$ cat src/rtl/ifm_buf_pkg.sv
// Shared FSM encodings, tag bit offsets and config normalisation for the IFM window buffer.
package ifm_buf_pkg;

  typedef logic [2:0] state_t;

  localparam state_t IDLE    = 3'd0;
  localparam state_t FILL    = 3'd1;
  localparam state_t READ    = 3'd2;
  localparam state_t ADVANCE = 3'd3;
  localparam state_t FLUSH   = 3'd4;

  // Tag bits sit directly above the data lanes of a write beat.
  localparam int SOT_BIT_OFS = 1;
  localparam int EOT_BIT_OFS = 0;

  function automatic int clamp_cfg(input int val, input int max_val);
    if (val == 0) return 1;
    if (val > max_val) return max_val;
    return val;
  endfunction

endpackage

$ cat src/rtl/ifm_window_buf_if.sv
// Handshake/bus bundle between the IFM window buffer and its producer/consumer.
// Status signals exist only when IFM_BUF_STATUS_EN is defined.
interface ifm_window_buf_if #(
  parameter int DATA_WIDTH = 16,
  parameter int ADDR_WIDTH = 4,
  parameter int PAR_WRITE  = 1,
  parameter int PAR_READ   = 1,
  parameter int S          = 3,
  parameter int F          = 4
);
  logic                              start;
  logic [S-1:0]                      stride;
  logic [F-1:0]                      filter_size;
  logic                              w_en;
  logic [DATA_WIDTH*PAR_WRITE+1:0]   data_in;
  logic                              ready;
  logic                              r_en;
  logic [DATA_WIDTH*PAR_READ-1:0]    data_out;
  logic                              valid;
  logic                              win_done;
  logic                              row_done;
`ifdef IFM_BUF_STATUS_EN
  logic [ADDR_WIDTH:0]               occupancy;
  logic                              err_overflow;
  logic                              err_tag;
`endif

  modport master (
    output start, stride, filter_size, w_en, data_in, r_en,
    input  ready, data_out, valid, win_done, row_done
`ifdef IFM_BUF_STATUS_EN
    , input occupancy, err_overflow, err_tag
`endif
  );

  modport slave (
    input  start, stride, filter_size, w_en, data_in, r_en,
    output ready, data_out, valid, win_done, row_done
`ifdef IFM_BUF_STATUS_EN
    , output occupancy, err_overflow, err_tag
`endif
  );
endinterface

$ cat src/rtl/ifm_buf_mem.sv
// DEPTH-entry element store: PAR_WRITE consecutive write lanes, PAR_READ wrapped read lanes.
module ifm_buf_mem #(
  parameter int DATA_WIDTH = 16,
  parameter int ADDR_WIDTH = 4,
  parameter int PAR_WRITE  = 1,
  parameter int PAR_READ   = 1
) (
  input  logic                           clk,
  input  logic                           we,
  input  logic [ADDR_WIDTH-1:0]          waddr,
  input  logic [DATA_WIDTH*PAR_WRITE-1:0] wdata,
  input  logic [ADDR_WIDTH-1:0]          raddr,
  output logic [DATA_WIDTH*PAR_READ-1:0] rdata
);
  localparam int DEPTH = 1 << ADDR_WIDTH;

  logic [DATA_WIDTH-1:0] mem_q [DEPTH];
  logic [DATA_WIDTH-1:0] mem_d [DEPTH];

  always_comb begin
    mem_d = mem_q;
    if (we) begin
      for (int i = 0; i < PAR_WRITE; i++)
        mem_d[waddr + ADDR_WIDTH'(i)] = wdata[i*DATA_WIDTH +: DATA_WIDTH];
    end
  end

  always_ff @(posedge clk) mem_q <= mem_d;

  // Address arithmetic is ADDR_WIDTH wide, so windows straddling the end wrap naturally.
  always_comb begin
    rdata = '0;
    for (int i = 0; i < PAR_READ; i++)
      rdata[i*DATA_WIDTH +: DATA_WIDTH] = mem_q[raddr + ADDR_WIDTH'(i)];
  end
endmodule

$ cat src/rtl/ifm_window_buf.sv
// Sliding-window IFM scratchpad: tagged rows in, filter_size-long windows out, stepping by stride.
// Optional status outputs (occupancy, err_overflow, err_tag) when IFM_BUF_STATUS_EN is defined.
module ifm_window_buf
  import ifm_buf_pkg::*;
#(
  parameter int DATA_WIDTH = 16,
  parameter int ADDR_WIDTH = 4,
  parameter int PAR_WRITE  = 1,
  parameter int PAR_READ   = 1,
  parameter int S          = 3,
  parameter int F          = 4
) (
  input logic             clk,
  input logic             rst,
  ifm_window_buf_if.slave bus
);
  localparam int DEPTH = 1 << ADDR_WIDTH;
  localparam int LW    = DATA_WIDTH * PAR_WRITE;

  typedef logic [ADDR_WIDTH:0] ptr_t;

  state_t state_q, state_d;
  ptr_t   wptr_q, wptr_d, base_q, base_d, off_q, off_d;
  ptr_t   end_ptr_q, end_ptr_d, fs_q, fs_d;
  logic [S-1:0] stride_q, stride_d;
  logic   end_seen_q, end_seen_d;
  logic [DATA_WIDTH*PAR_READ-1:0] data_out_q, data_out_d, rd_data;
  logic   valid_q, valid_d, win_done_q, win_done_d, row_done_q, row_done_d;

  ptr_t   count, row_len;
  logic   ready, accept, eot;
  logic [ADDR_WIDTH-1:0] rd_addr;

  assign count   = wptr_q - base_q;
  assign row_len = end_ptr_q + ptr_t'(1) - base_q;
  assign ready   = (state_q != IDLE) && !end_seen_q && (DEPTH - int'(count) >= PAR_WRITE);
  assign accept  = bus.w_en && ready && !bus.start;
  assign eot     = bus.data_in[LW + EOT_BIT_OFS];
  assign rd_addr = base_q[ADDR_WIDTH-1:0] + off_q[ADDR_WIDTH-1:0];

  ifm_buf_mem #(
    .DATA_WIDTH(DATA_WIDTH), .ADDR_WIDTH(ADDR_WIDTH),
    .PAR_WRITE(PAR_WRITE),   .PAR_READ(PAR_READ)
  ) u_mem (
    .clk   (clk),
    .we    (accept),
    .waddr (wptr_q[ADDR_WIDTH-1:0]),
    .wdata (bus.data_in[LW-1:0]),
    .raddr (rd_addr),
    .rdata (rd_data)
  );

  always_comb begin
    state_d    = state_q;
    wptr_d     = wptr_q;
    base_d     = base_q;
    off_d      = off_q;
    end_ptr_d  = end_ptr_q;
    end_seen_d = end_seen_q;
    fs_d       = fs_q;
    stride_d   = stride_q;
    valid_d    = 1'b0;
    win_done_d = 1'b0;
    row_done_d = 1'b0;
    data_out_d = '0;
    if (bus.start) begin
      state_d    = FILL;
      wptr_d     = '0;
      base_d     = '0;
      off_d      = '0;
      end_ptr_d  = '0;
      end_seen_d = 1'b0;
      fs_d       = ptr_t'(clamp_cfg(int'(bus.filter_size), DEPTH));
      stride_d   = S'(clamp_cfg(int'(bus.stride), (1 << S) - 1));
    end else begin
      if (accept) begin
        wptr_d = wptr_q + ptr_t'(PAR_WRITE);
        if (eot) begin
          end_seen_d = 1'b1;
          end_ptr_d  = wptr_q + ptr_t'(PAR_WRITE - 1);
        end
      end
      case (state_q)
        FILL: begin
          if (int'(count) >= int'(fs_q))
            state_d = READ;
          else if (end_seen_q && int'(row_len) < int'(fs_q))
            state_d = FLUSH;
        end
        READ: begin
          if (bus.r_en) begin
            valid_d = 1'b1;
            for (int i = 0; i < PAR_READ; i++)
              if (int'(off_q) + i < int'(fs_q))
                data_out_d[i*DATA_WIDTH +: DATA_WIDTH] = rd_data[i*DATA_WIDTH +: DATA_WIDTH];
            if (int'(off_q) + PAR_READ >= int'(fs_q)) begin
              win_done_d = 1'b1;
              off_d      = '0;
              state_d    = ADVANCE;
            end else begin
              off_d = off_q + ptr_t'(PAR_READ);
            end
          end
        end
        // Decide from the pre-advance pointers whether another full window remains in this row.
        ADVANCE: begin
          base_d = base_q + ptr_t'(stride_q);
          if (end_seen_q && int'(stride_q) + int'(fs_q) > int'(row_len))
            state_d = FLUSH;
          else if (int'(count) - int'(stride_q) >= int'(fs_q))
            state_d = READ;
          else
            state_d = FILL;
        end
        FLUSH: begin
          base_d     = end_ptr_q + ptr_t'(1);
          end_seen_d = 1'b0;
          row_done_d = 1'b1;
          state_d    = FILL;
        end
        default: ;
      endcase
    end
  end

  always_ff @(posedge clk or posedge rst) begin
    if (rst) begin
      state_q    <= IDLE;
      wptr_q     <= '0;
      base_q     <= '0;
      off_q      <= '0;
      end_ptr_q  <= '0;
      end_seen_q <= 1'b0;
      fs_q       <= '0;
      stride_q   <= '0;
      data_out_q <= '0;
      valid_q    <= 1'b0;
      win_done_q <= 1'b0;
      row_done_q <= 1'b0;
    end else begin
      state_q    <= state_d;
      wptr_q     <= wptr_d;
      base_q     <= base_d;
      off_q      <= off_d;
      end_ptr_q  <= end_ptr_d;
      end_seen_q <= end_seen_d;
      fs_q       <= fs_d;
      stride_q   <= stride_d;
      data_out_q <= data_out_d;
      valid_q    <= valid_d;
      win_done_q <= win_done_d;
      row_done_q <= row_done_d;
    end
  end

  assign bus.ready    = ready;
  assign bus.data_out = data_out_q;
  assign bus.valid    = valid_q;
  assign bus.win_done = win_done_q;
  assign bus.row_done = row_done_q;

`ifdef IFM_BUF_STATUS_EN
  logic sot;
  logic err_overflow_q, err_overflow_d, err_tag_q, err_tag_d, expect_sot_q, expect_sot_d;

  assign sot = bus.data_in[LW + SOT_BIT_OFS];

  // The first accepted beat of every row must carry the start tag, and no later beat may.
  always_comb begin
    err_overflow_d = err_overflow_q;
    err_tag_d      = err_tag_q;
    expect_sot_d   = expect_sot_q;
    if (bus.start) begin
      err_overflow_d = 1'b0;
      err_tag_d      = 1'b0;
      expect_sot_d   = 1'b1;
    end else begin
      if (bus.w_en && !ready) err_overflow_d = 1'b1;
      if (accept) begin
        if (sot != expect_sot_q) err_tag_d = 1'b1;
        expect_sot_d = 1'b0;
      end
      if (state_q == FLUSH) expect_sot_d = 1'b1;
    end
  end

  always_ff @(posedge clk or posedge rst) begin
    if (rst) begin
      err_overflow_q <= 1'b0;
      err_tag_q      <= 1'b0;
      expect_sot_q   <= 1'b0;
    end else begin
      err_overflow_q <= err_overflow_d;
      err_tag_q      <= err_tag_d;
      expect_sot_q   <= expect_sot_d;
    end
  end

  assign bus.occupancy    = count;
  assign bus.err_overflow = err_overflow_q;
  assign bus.err_tag      = err_tag_q;
`endif
endmodule

$ cat src/flat_wrapper.sv
// flat-port wrapper written by rule: the top's interface ports become plain ports
module ifm_window_buf_flat import ifm_buf_pkg::*;
#(
  parameter int DATA_WIDTH = 16,
  parameter int ADDR_WIDTH = 4,
  parameter int PAR_WRITE  = 1,
  parameter int PAR_READ   = 1,
  parameter int S          = 3,
  parameter int F          = 4
)
  (clk, rst, bus_start, bus_stride, bus_filter_size, bus_w_en, bus_data_in, bus_r_en, bus_ready, bus_data_out, bus_valid, bus_win_done, bus_row_done);
  ifm_window_buf_if #(.DATA_WIDTH(DATA_WIDTH), .ADDR_WIDTH(ADDR_WIDTH), .PAR_WRITE(PAR_WRITE), .PAR_READ(PAR_READ), .S(S), .F(F)) bus_i ();
  input logic clk;
  input logic rst;
  input wire logic [$bits(bus_i.start)-1:0] bus_start;
  input wire logic [$bits(bus_i.stride)-1:0] bus_stride;
  input wire logic [$bits(bus_i.filter_size)-1:0] bus_filter_size;
  input wire logic [$bits(bus_i.w_en)-1:0] bus_w_en;
  input wire logic [$bits(bus_i.data_in)-1:0] bus_data_in;
  input wire logic [$bits(bus_i.r_en)-1:0] bus_r_en;
  output wire logic [$bits(bus_i.ready)-1:0] bus_ready;
  output wire logic [$bits(bus_i.data_out)-1:0] bus_data_out;
  output wire logic [$bits(bus_i.valid)-1:0] bus_valid;
  output wire logic [$bits(bus_i.win_done)-1:0] bus_win_done;
  output wire logic [$bits(bus_i.row_done)-1:0] bus_row_done;
  assign bus_i.start = bus_start;
  assign bus_i.stride = bus_stride;
  assign bus_i.filter_size = bus_filter_size;
  assign bus_i.w_en = bus_w_en;
  assign bus_i.data_in = bus_data_in;
  assign bus_i.r_en = bus_r_en;
  assign bus_ready = bus_i.ready;
  assign bus_data_out = bus_i.data_out;
  assign bus_valid = bus_i.valid;
  assign bus_win_done = bus_i.win_done;
  assign bus_row_done = bus_i.row_done;
  ifm_window_buf #(.DATA_WIDTH(DATA_WIDTH), .ADDR_WIDTH(ADDR_WIDTH), .PAR_WRITE(PAR_WRITE), .PAR_READ(PAR_READ), .S(S), .F(F)) u_core (.clk(clk), .rst(rst), .bus(bus_i));
endmodule
$ cat config.mk
export PLATFORM = sky130hd
export DESIGN_NAME = ifm_window_buf_flat
export DESIGN_NICKNAME = d
export VERILOG_FILES = /design/src/rtl/ifm_buf_pkg.sv /design/src/rtl/ifm_window_buf_if.sv /design/src/rtl/ifm_buf_mem.sv /design/src/rtl/ifm_window_buf.sv /design/src/flat_wrapper.sv
export SDC_FILE = /design/constraint.sdc
export NUM_CORES = 1
export LEC_CHECK = 0
export CORE_UTILIZATION = 65
export DETAILED_ROUTE_END_ITERATION = 6
export MAX_ROUTING_LAYER = met4
export PLACE_DENSITY = 0.9
export SYNTH_ARGS = -nofsm -noshare
export SYNTH_HDL_FRONTEND = slang
export SYNTH_SLANG_ARGS = --single-unit
$ cat constraint.sdc
create_clock -name clk -period 9.27 [get_ports clk]
set_clock_uncertainty 0.1 [all_clocks]
set_input_delay 1.854 -clock clk [delete_from_list [all_inputs] [get_ports clk]]
set_output_delay 1.854 -clock clk [all_outputs]
set_load 0.01 [all_outputs]
==> Word-level counts from Yosys, hierarchy flattened <==
Cells that the tools add are included.
W data, S select, Z words.
{ "word_totals": {"register_bits": 307, "in_bits": 30, "output_inout_bits": 20, "wordCells": 132} }
{ "op_classes": {"add_sub_neg": 11, "magnitude_cmp": 10, "eq_ne": 7, "n_mux": 50, "bitwise_logic": 2, "reduce_logical": 24} }
{ "ops": {"columns": ["cell", "count"], "rows": [
  ["$bwmux W256", 1],
  ["$mux W16", 7],
  ["$bmux W16 S4", 1],
  ["$demux W16 S4", 1],
  ["$ge A32 B6 Y1", 2],
  ["$mux W5", 10],
  ["$ge A32 B2 Y1 const B", 1],
  ["$gt A32 B6 Y1", 1],
  ["$mux W3", 7],
  ["$mux W1", 19],
  ["$add A5 B1 Y5 const B", 3],
  ["$pmux W3 S4", 1],
  ["$reduce_bool A3 Y1", 4],
  ["$ge A5 B5 Y1 const B", 2],
  ["$lt A5 B5 Y1", 2],
  ["$not A4 Y5", 2],
  ["$pmux W5 S2", 1],
  ["$sub A5 B5 Y5", 2],
  ["$reduce_bool A2 Y1", 4],
  ["$logic_and A1 B1 Y1", 7],
  ["$add A3 B5 Y6", 1],
  ["$add A5 B1 Y6 const B", 1],
  ["$eq A3 B2 Y1 const B", 2],
  ["$reduce_and A2 Y1", 3],
  ["18 further kinds", 19]
]} }

==> Longest topological paths before layout <==
Gate-level depths: netlist of run 1.
{ "logic_depth": {"word_depth": 9, "mapped_depth": 14} }

==> By module <==
Synthesis of run 1 repeated with hierarchy kept, for this count alone.
{ "unflattened": {"hier_cells": 780, "hier_area_um2": 13222.7} }
{ "modules_own_cells": {"columns": ["mod", "instances", "cells_each", "area_per_inst_um2", "seq_area_each_um2"], "rows": [
  ["ifm_buf_mem", 1, 416, 9720.6, 7687.4],
  ["ifm_window_buf", 1, 364, 3502.1, 1251.2]
]} }

==> Worst setup path after synthesis of run 1 <==
No wires, ideal clock.
{ "synth_path": {"path_kind": "flip-flop to output port", "start": "reg u_core.wptr_q[0]", "end": "out bus_ready", "t_arrival_ns": 1.852, "t_required_ns": 7.316, "setup_slack_ns": 5.464, "path_stages_with_launch": 9, "cell_sequence": "dfrtp_1 -> inv_1 -> ha_1 -> inv_1 -> fa_1 -> nand3_1 -> a21oi_1 -> or2_1 -> nor3_1"} }
{ "synth_via": {"elab_chain_len": 4} }
{ "synth_lines": {"columns": ["element", "line_no", "rtl"], "rows": [
  ["start, declared", "ifm_window_buf.sv:23", "ptr_t wptr_q, wptr_d, base_q, base_d, off_q, off_d;"],
  ["start signal, assigned", "ifm_window_buf.sv:142", "wptr_q <= wptr_d;"],
  ["$sub A5 B5 Y5", "ifm_window_buf.sv:34", "assign count = wptr_q - base_q;"],
  ["$sub A5 B5 Y6", "ifm_window_buf.sv:36", "assign ready = (state_q != IDLE) && !end_seen_q && (DEPTH - int'(count) >= PAR_WRITE);"],
  ["$ge A32 B2 Y1", "ifm_window_buf.sv:36", null],
  ["$logic_and A1 B1 Y1", "ifm_window_buf.sv:36", null],
  ["end, declared", "flat_wrapper.sv:21", "output wire logic [$bits(bus_i.ready)-1:0] bus_ready;"]
]} }
Every way passes these cells.

==> Worst setup path in the final report of run 1 <==
Ends and elaborated chain as after synthesis.

==> results of run 1 <==
final timing paths:
check                                     endpoint  slack, ps        startpoint
max reg2reg                u_core.u_mem.mem_q[141]       5220  u_core.wptr_q[0]
min                                u_core.off_q[4]        460   u_core.off_q[4]
max in group asynchronous  u_core.bus.data_out[13]       6840               rst
min in group asynchronous      u_core.bus.win_done       1720               rst
max                                      bus_ready       4120  u_core.wptr_q[0]
min reg2reg                        u_core.off_q[4]        460   u_core.off_q[4]
power by group:
group          switching, uW  internal (uW)
clock                    521            687
combinational            491            433
sequential              41.2           1540
total                   1050           2660
cells by family (layout without fill, tap and decap cells):
group	count (synthesis)	in the layout	synth area share [%]
AOI/OAI and AO/OA	110	110	5.81
xor gates and xnor gates	24	24	1.69
adders and majority gates	57	57	5.68
buffers and inverters	59	135	1.98
DFF	306	306	66.9
muxes	85	85	12.4
other	0	1	0
and+or+nand+nor	137	137	5.55
layout by cell type, fill, tap and decap left out, types with 16 or more instances in the layout:
cell             Yosys  routed
o21ai_0             16      16
ha_1                51      50
nor2_1              30      30
mux2i_1             21      21
dfrtp_1             50      50
clkdlybuf4s50_1      0      48
inv_1               25      24
edfxtp_1           256     256
nand2_1             25      25
clkbuf_16            0      29
nor2b_1             20      20
a211oi_1            34      34
mux4_2              64      64
and2_1              20      20
a21oi_1             20      20
per-layer routing:
metal	wire length [um]	GRT usage, %	share of wire, %
met3	2090	5.11	6.6
met1	11700	38.6	37
met4	1170	12.6	3.7
met2	16800	54.4	53
met5	0	-	0
flip-flops by register name (all words and copies together) (netlist names), 3 cells and up:
| name | flops |
|---|---|
| u_core.bus.data_out | 16 |
| u_core.u_mem.mem_q | 256 |
| u_core.fs_q | 4 |
| u_core.state_q | 3 |
| u_core.off_q | 5 |
| u_core.base_q | 5 |
| u_core.wptr_q | 5 |
| u_core.end_ptr_q | 5 |
| u_core.stride_q | 3 |
metrics by stage:
| stage | area [sq um] | std cells | setup slack, ps | total power, uW | utilization [%] |
|---|---|---|---|---|---|
| 2_1_floorplan | 13400 | 778 | 5460 | 2290 | - |
| 3_3_place_gp | 14100 | 1070 | 4750 | 2450 | 69.9 |
| 3_5_place_dp | 14100 | 1070 | 4600 | 2500 | 69.9 |
| 4_1_cts | 15100 | 1124 | 4130 | 3700 | 74.7 |
| 5_1_grt | 15100 | 1125 | 3970 | 3840 | 74.7 |
| 6_report | 15100 | 1125 | 4120 | 3710 | 74.7 |
cell type report:
| type | count | area (sq um) |
|---|---|---|
| flip-flops and latches | 306 | 8940 |
| fillers | 1096 | 5110 |
| multi-input cells | 413 | 4190 |
| clock buffers | 32 | 737 |
| repair buffers | 54 | 526 |
| well taps | 270 | 338 |
| clock inverters | 22 | 224 |
| inverters | 27 | 101 |
| diodes | 1 | 2.50 |
worst register-to-register path: stages, from the launching register on:
cell	delay (ps)
dfrtp_1	460
inv_1	150
ha_1	190
inv_1	60
fa_1	410
nand3_1	120
a21oi_1	110
and4bb_1	480
nand2b_1	230
nor3b_2	320
and2_1	1030
==> reports/qor.yml, run 1 <==
cp.required_ps: 7320
syn_area_sq_um: 13400
htree_levels: 1
ant_nets: 0
die_h_um: 145
fin_setup_tns_ps: 0
maxCapViolCount: 0
avgSynthCellArea_sq_um: 17.2
cp_max_fo: 6
insertion_delay_ps: 560
postCtsHoldBufs: 0
min_path_type: "reg2reg"
synth_top_area_share_pct: 57.6
synthArstFlopShare_pct: 16.3
path_cells: "inv_1 -> ha_1 -> inv_1 -> fa_1 -> nand3_1 -> a21oi_1 -> or2_1 -> nor3_1 -> clkdlybuf4s50_1"
drive_gt1_share_pct: 15.3
port_buffers: 48
synth_seq_area_share_pct: 66.9
clkSinkCount: 306
wl_per_cell_um: 28.2
p_per_area_nw_per_um2: 246
hold_violations: 0
synth.most_common_cell: "edfxtp_1"
crit_buf_inv: 3
synth.distinct_cells: 59
antenna_found_initial: 1
synth_edf_count: 256
syn_to_final_growth_pct: 12.8
cts_tree: "done"
viasPerCell: 6.86
tightest_slew_ps: 1260
synth_common_cells: "edfxtp_1 (256), mux4_2 (64), ha_1 (51), dfrtp_1 (50), a211oi_1 (34)"
routed_wl_um: 31800
cts_resized: 0
clockBufferDepth: 3
rr_worst_depth: 10
clkSlewWorstSetupHoldPaths_ps: 60
whs_ps: 462
synthCells: 778
cp.depth: 9
finalCritPeriodShare_pct: 55.5
synth_fp_nets: 865
die_w_um: 145
rows: 52
period_minus_slack_ps: 5150
irDropWorstVdd_mv: 0.262
nNetsFinal: 918
dieArea_sq_um: 21100
start_kind: "flop"
grt_pass1_vias: 8060
via_count: 7723
yosysTopAreaCell: "edfxtp_1"
rsz0062_at_grt: "no"
ys_warn_count: 0
power.leakage_uw: 0.00539
ys.flop_type: "edfxtp_1"
drt_first_pass_iters: 5
outcome: "completed"
cts_buffers: 29
cpPeakStageDelay_ps: 580
grt_util_all_layers_pct: 31.9
worstPathArrival_ps: 3200
whs_path_depth: 1
slowest_stage: "clkdlybuf4s50_1"
relSlewSlack_pct: 15.9
remaining_drc_errors: 0
root_buffer: "clkbuf_16"
clock.fmax_mhz: 194
cts_setup_buffers: 0
critPathMostFrequentCell: "inv_1"
core-area_sq_um: 20200
drt_iter0_drc: 829
finalSetupViolCount: 0
gp_congestion: 0.928
path_class: "reg2out"
cpLargestDelayFamily: "buffers and inverters"
cp-end-kind: "primary output"
grt_pass1_wl_um: 47900
ios: 50
post-dp-hpwl_um: 17800
maxSlewViolCount: 0
ys_ff_latch: 306
start_util_pct: 66.2
gr-total-overflow: 0
grt_max_degree: 65
netlist_top_cells_area: "edfxtp_1 (58%), mux4_2 (11%), dfrtp_1 (9.4%), ha_1 (4.8%), a211oi_1 (1.9%)"
No activity file was read; power rests on OpenSTA's default activity.
==> run 2, diff against run 1 <==
--- a/config.mk
+++ b/config.mk
@@ -5,10 +5,10 @@
 export SDC_FILE = /design/constraint.sdc
 export NUM_CORES = 1
 export LEC_CHECK = 0
-export CORE_UTILIZATION = 65
+export CORE_UTILIZATION = 55
 export DETAILED_ROUTE_END_ITERATION = 6
 export MAX_ROUTING_LAYER = met4
-export PLACE_DENSITY = 0.9
+export PLACE_DENSITY = 0.82
 export SYNTH_ARGS = -nofsm -noshare
 export SYNTH_HDL_FRONTEND = slang
 export SYNTH_SLANG_ARGS = --single-unit
==> constraint.sdc (replaced) <==
create_clock -name clk -period 4.3 [get_ports clk]
set_clock_uncertainty 0.1 [all_clocks]
set_input_delay 0.86 -clock clk [delete_from_list [all_inputs] [get_ports clk]]
set_output_delay 0.86 -clock clk [all_outputs]
set_load 0.01 [all_outputs]
==> run 2 against run 1 <==
  * Core utilization down 10 points
  * Final area up 1.4%
  * Register-to-register slack worse by 4300 ps
  * Sequential share of layout area down 0.85 points
  * Die area up 18%
  * Count of clock-buffer cells in the layout up 9
  * Clock power up 96%
  * Via count down 5.2%
  * Worst hold slack better by 11 ps
  * Critical endpoint unchanged
  * Highest routed layer unchanged
==> reports/qor.yml, run 2 (same netlist as run 1, synthesis figures left out) <==
outcome: "completed"
drive_gt1_share_pct: 17.6
ant_nets: 0
post-dp-hpwl_um: 17500
grt.busiest_layer: "met2"
top_register: "u_core.u_mem.mem_q"
clock.fmax_mhz: 240
cts_buffers: 30
grt_util_met1_pct: 32.6
path_cells: "inv_1 -> ha_1 -> inv_1 -> fa_1 -> nand3_1 -> a21oi_1 -> or2_1 -> nor3_1 -> clkdlybuf4s50_1"
relSlewSlack_pct: 34.4
clkSlewWorstSetupHoldPaths_ps: 60
start_util_pct: 56.6
die_w_um: 158
tightest_slew_ps: 983
p_per_area_nw_per_um2: 508
grt_pass1_vias: 7605
p_switching_uw: 2190
grt_util_all_layers_pct: 25.5
port_buffers: 48
start_kind: "flop"
largest_register_ffs: 256
viasPerCell: 6.09
rsz0062_at_grt: "no"
grt_pass1_wl_um: 44200
worst_slack_ps: 140
remaining_drc_errors: 0
worstPathArrival_ps: 3200
gr-total-overflow: 0
place_ws_ps: 754
internal-power_uw: 5570
finalCritPeriodShare_pct: 96.7
met3_usage_pct: 4.08
postCtsHoldBufs: 0
multi_input_area_sq_um: 4190
cp-end-kind: "primary output"
gp_congestion: 0.949
clkSinkCount: 306
mostFrequentLayoutCell: "edfxtp_1"
whs_ps: 473
p_comb_share_pct: 25.7
finalSetupViolCount: 0
die_h_um: 158
hold_violations: 0
wl_per_cell_um: 24.5
nNetsFinal: 947
antenna_found_initial: 1
slowest_stage: "clkdlybuf4s50_1"
syn_to_final_growth_pct: 14.4
drt_iter0_drc: 765
cpPeakStageDelay_ps: 600
place_inst: 1147
switching_share_pct: 28.2
via_count: 7319
crit_buf_inv: 3
path_class: "reg2out"
clock_power_share_pct: 30.6
seqCellArea_sq_um: 8940
final_cells: 1202
core-area_sq_um: 23600
mostFrequentLayoutCells: "edfxtp_1 (256), mux4_2 (64), ha_1 (50), dfrtp_1 (50), clkdlybuf4s50_1 (48)"
maxCapViolCount: 0
htree_levels: 1
drt_first_pass_iters: 5
use_met2_pct: 42.0
nFillCells: 1610
final_area_sq_um: 15300
ios: 50
period_minus_slack_ps: 4160
fin_setup_tns_ps: 0
power.leakage_uw: 0.00550
maxSlewViolCount: 0
min_path_type: "reg2reg"
root_buffer: "clkbuf_16"
cp_max_fo: 6
place_area_sq_um: 14400
grt_max_degree: 39
cts_tree: "done"
cpLargestDelayFamily: "buffers and inverters"
irDropWorstVdd_mv: 0.407
routed_wl_um: 29500
dieArea_sq_um: 24900
insertion_delay_ps: 550
cp.required_ps: 3340
cts_setup_buffers: 0
critPathMostFrequentCell: "inv_1"
seqPwrFrac_pct: 43.8
clockBufferDepth: 3
cts_resized: 0
rows: 56
==> run 2: cell count changes in the layout (fill, tap and decap cells not counted), moves of 2 or more <==
cell and change:
clkbuf_1 +8, clkinv_1 -4, clkinv_2 -4, bufinv_16 -4
buf_12 +2, buf_4 +26
==> run 2: final cells by class <==
type | instances | share of cell area, %
timing repair buffer | 82 | 4.98
clock inverter | 13 | 0.590
tap | 319 | 2.61
multi-input combinational | 413 | 27.4
sequential | 306 | 58.5
antenna | 1 | 0.0164
inverter | 27 | 0.663
clock buffer | 41 | 5.18
==> run 2: worst paths after layout <==
kind                                startpoint                       to  slack (ps)  cells after the start
min                        u_core.end_ptr_q[3]      u_core.end_ptr_q[3]         470                      2
max                           u_core.wptr_q[0]                bus_ready         140                      9
max reg2reg                u_core.end_ptr_q[0]        u_core.state_q[1]         880                     12
min in group asynchronous                  rst   u_core.bus.data_out[4]         620                      2
min reg2reg                u_core.end_ptr_q[3]      u_core.end_ptr_q[3]         470                      2
max in group asynchronous                  rst  u_core.bus.data_out[10]        2770                      3
==> run 2: per-stage QoR <==
step	total power, uW	util [%]
floorplan	4940	-
global placement	5360	61.0
detailed placement	5420	61.0
CTS	7790	64.7
global route	8100	64.7
finish	7750	64.7
==> run 2: per-layer routing <==
layer | vias to the layer above | share of wire, %
met2 | 306 | 50
met4 | 0 | 3.0
met1 | 3727 | 40
met5 | - | 0
li1 | 3220 | -
met3 | 66 | 6.7
==> run 2: power by group through the flow <==
stage	combinational, uW	clock, uW	sequential [uW]
2_1_floorplan	1520	0	3420
3_3_place_gp	1910	0	3450
3_5_place_dp	1970	0	3450
4_1_cts	2000	2400	3390
5_1_grt	2180	2520	3400
6_report	1990	2370	3390
==> run 2: tightest hold or removal path, cell delays in order (launching register included) <==
cell and delay, ps:
dfrtp_1 380, mux2i_1 80, nor2_1 80
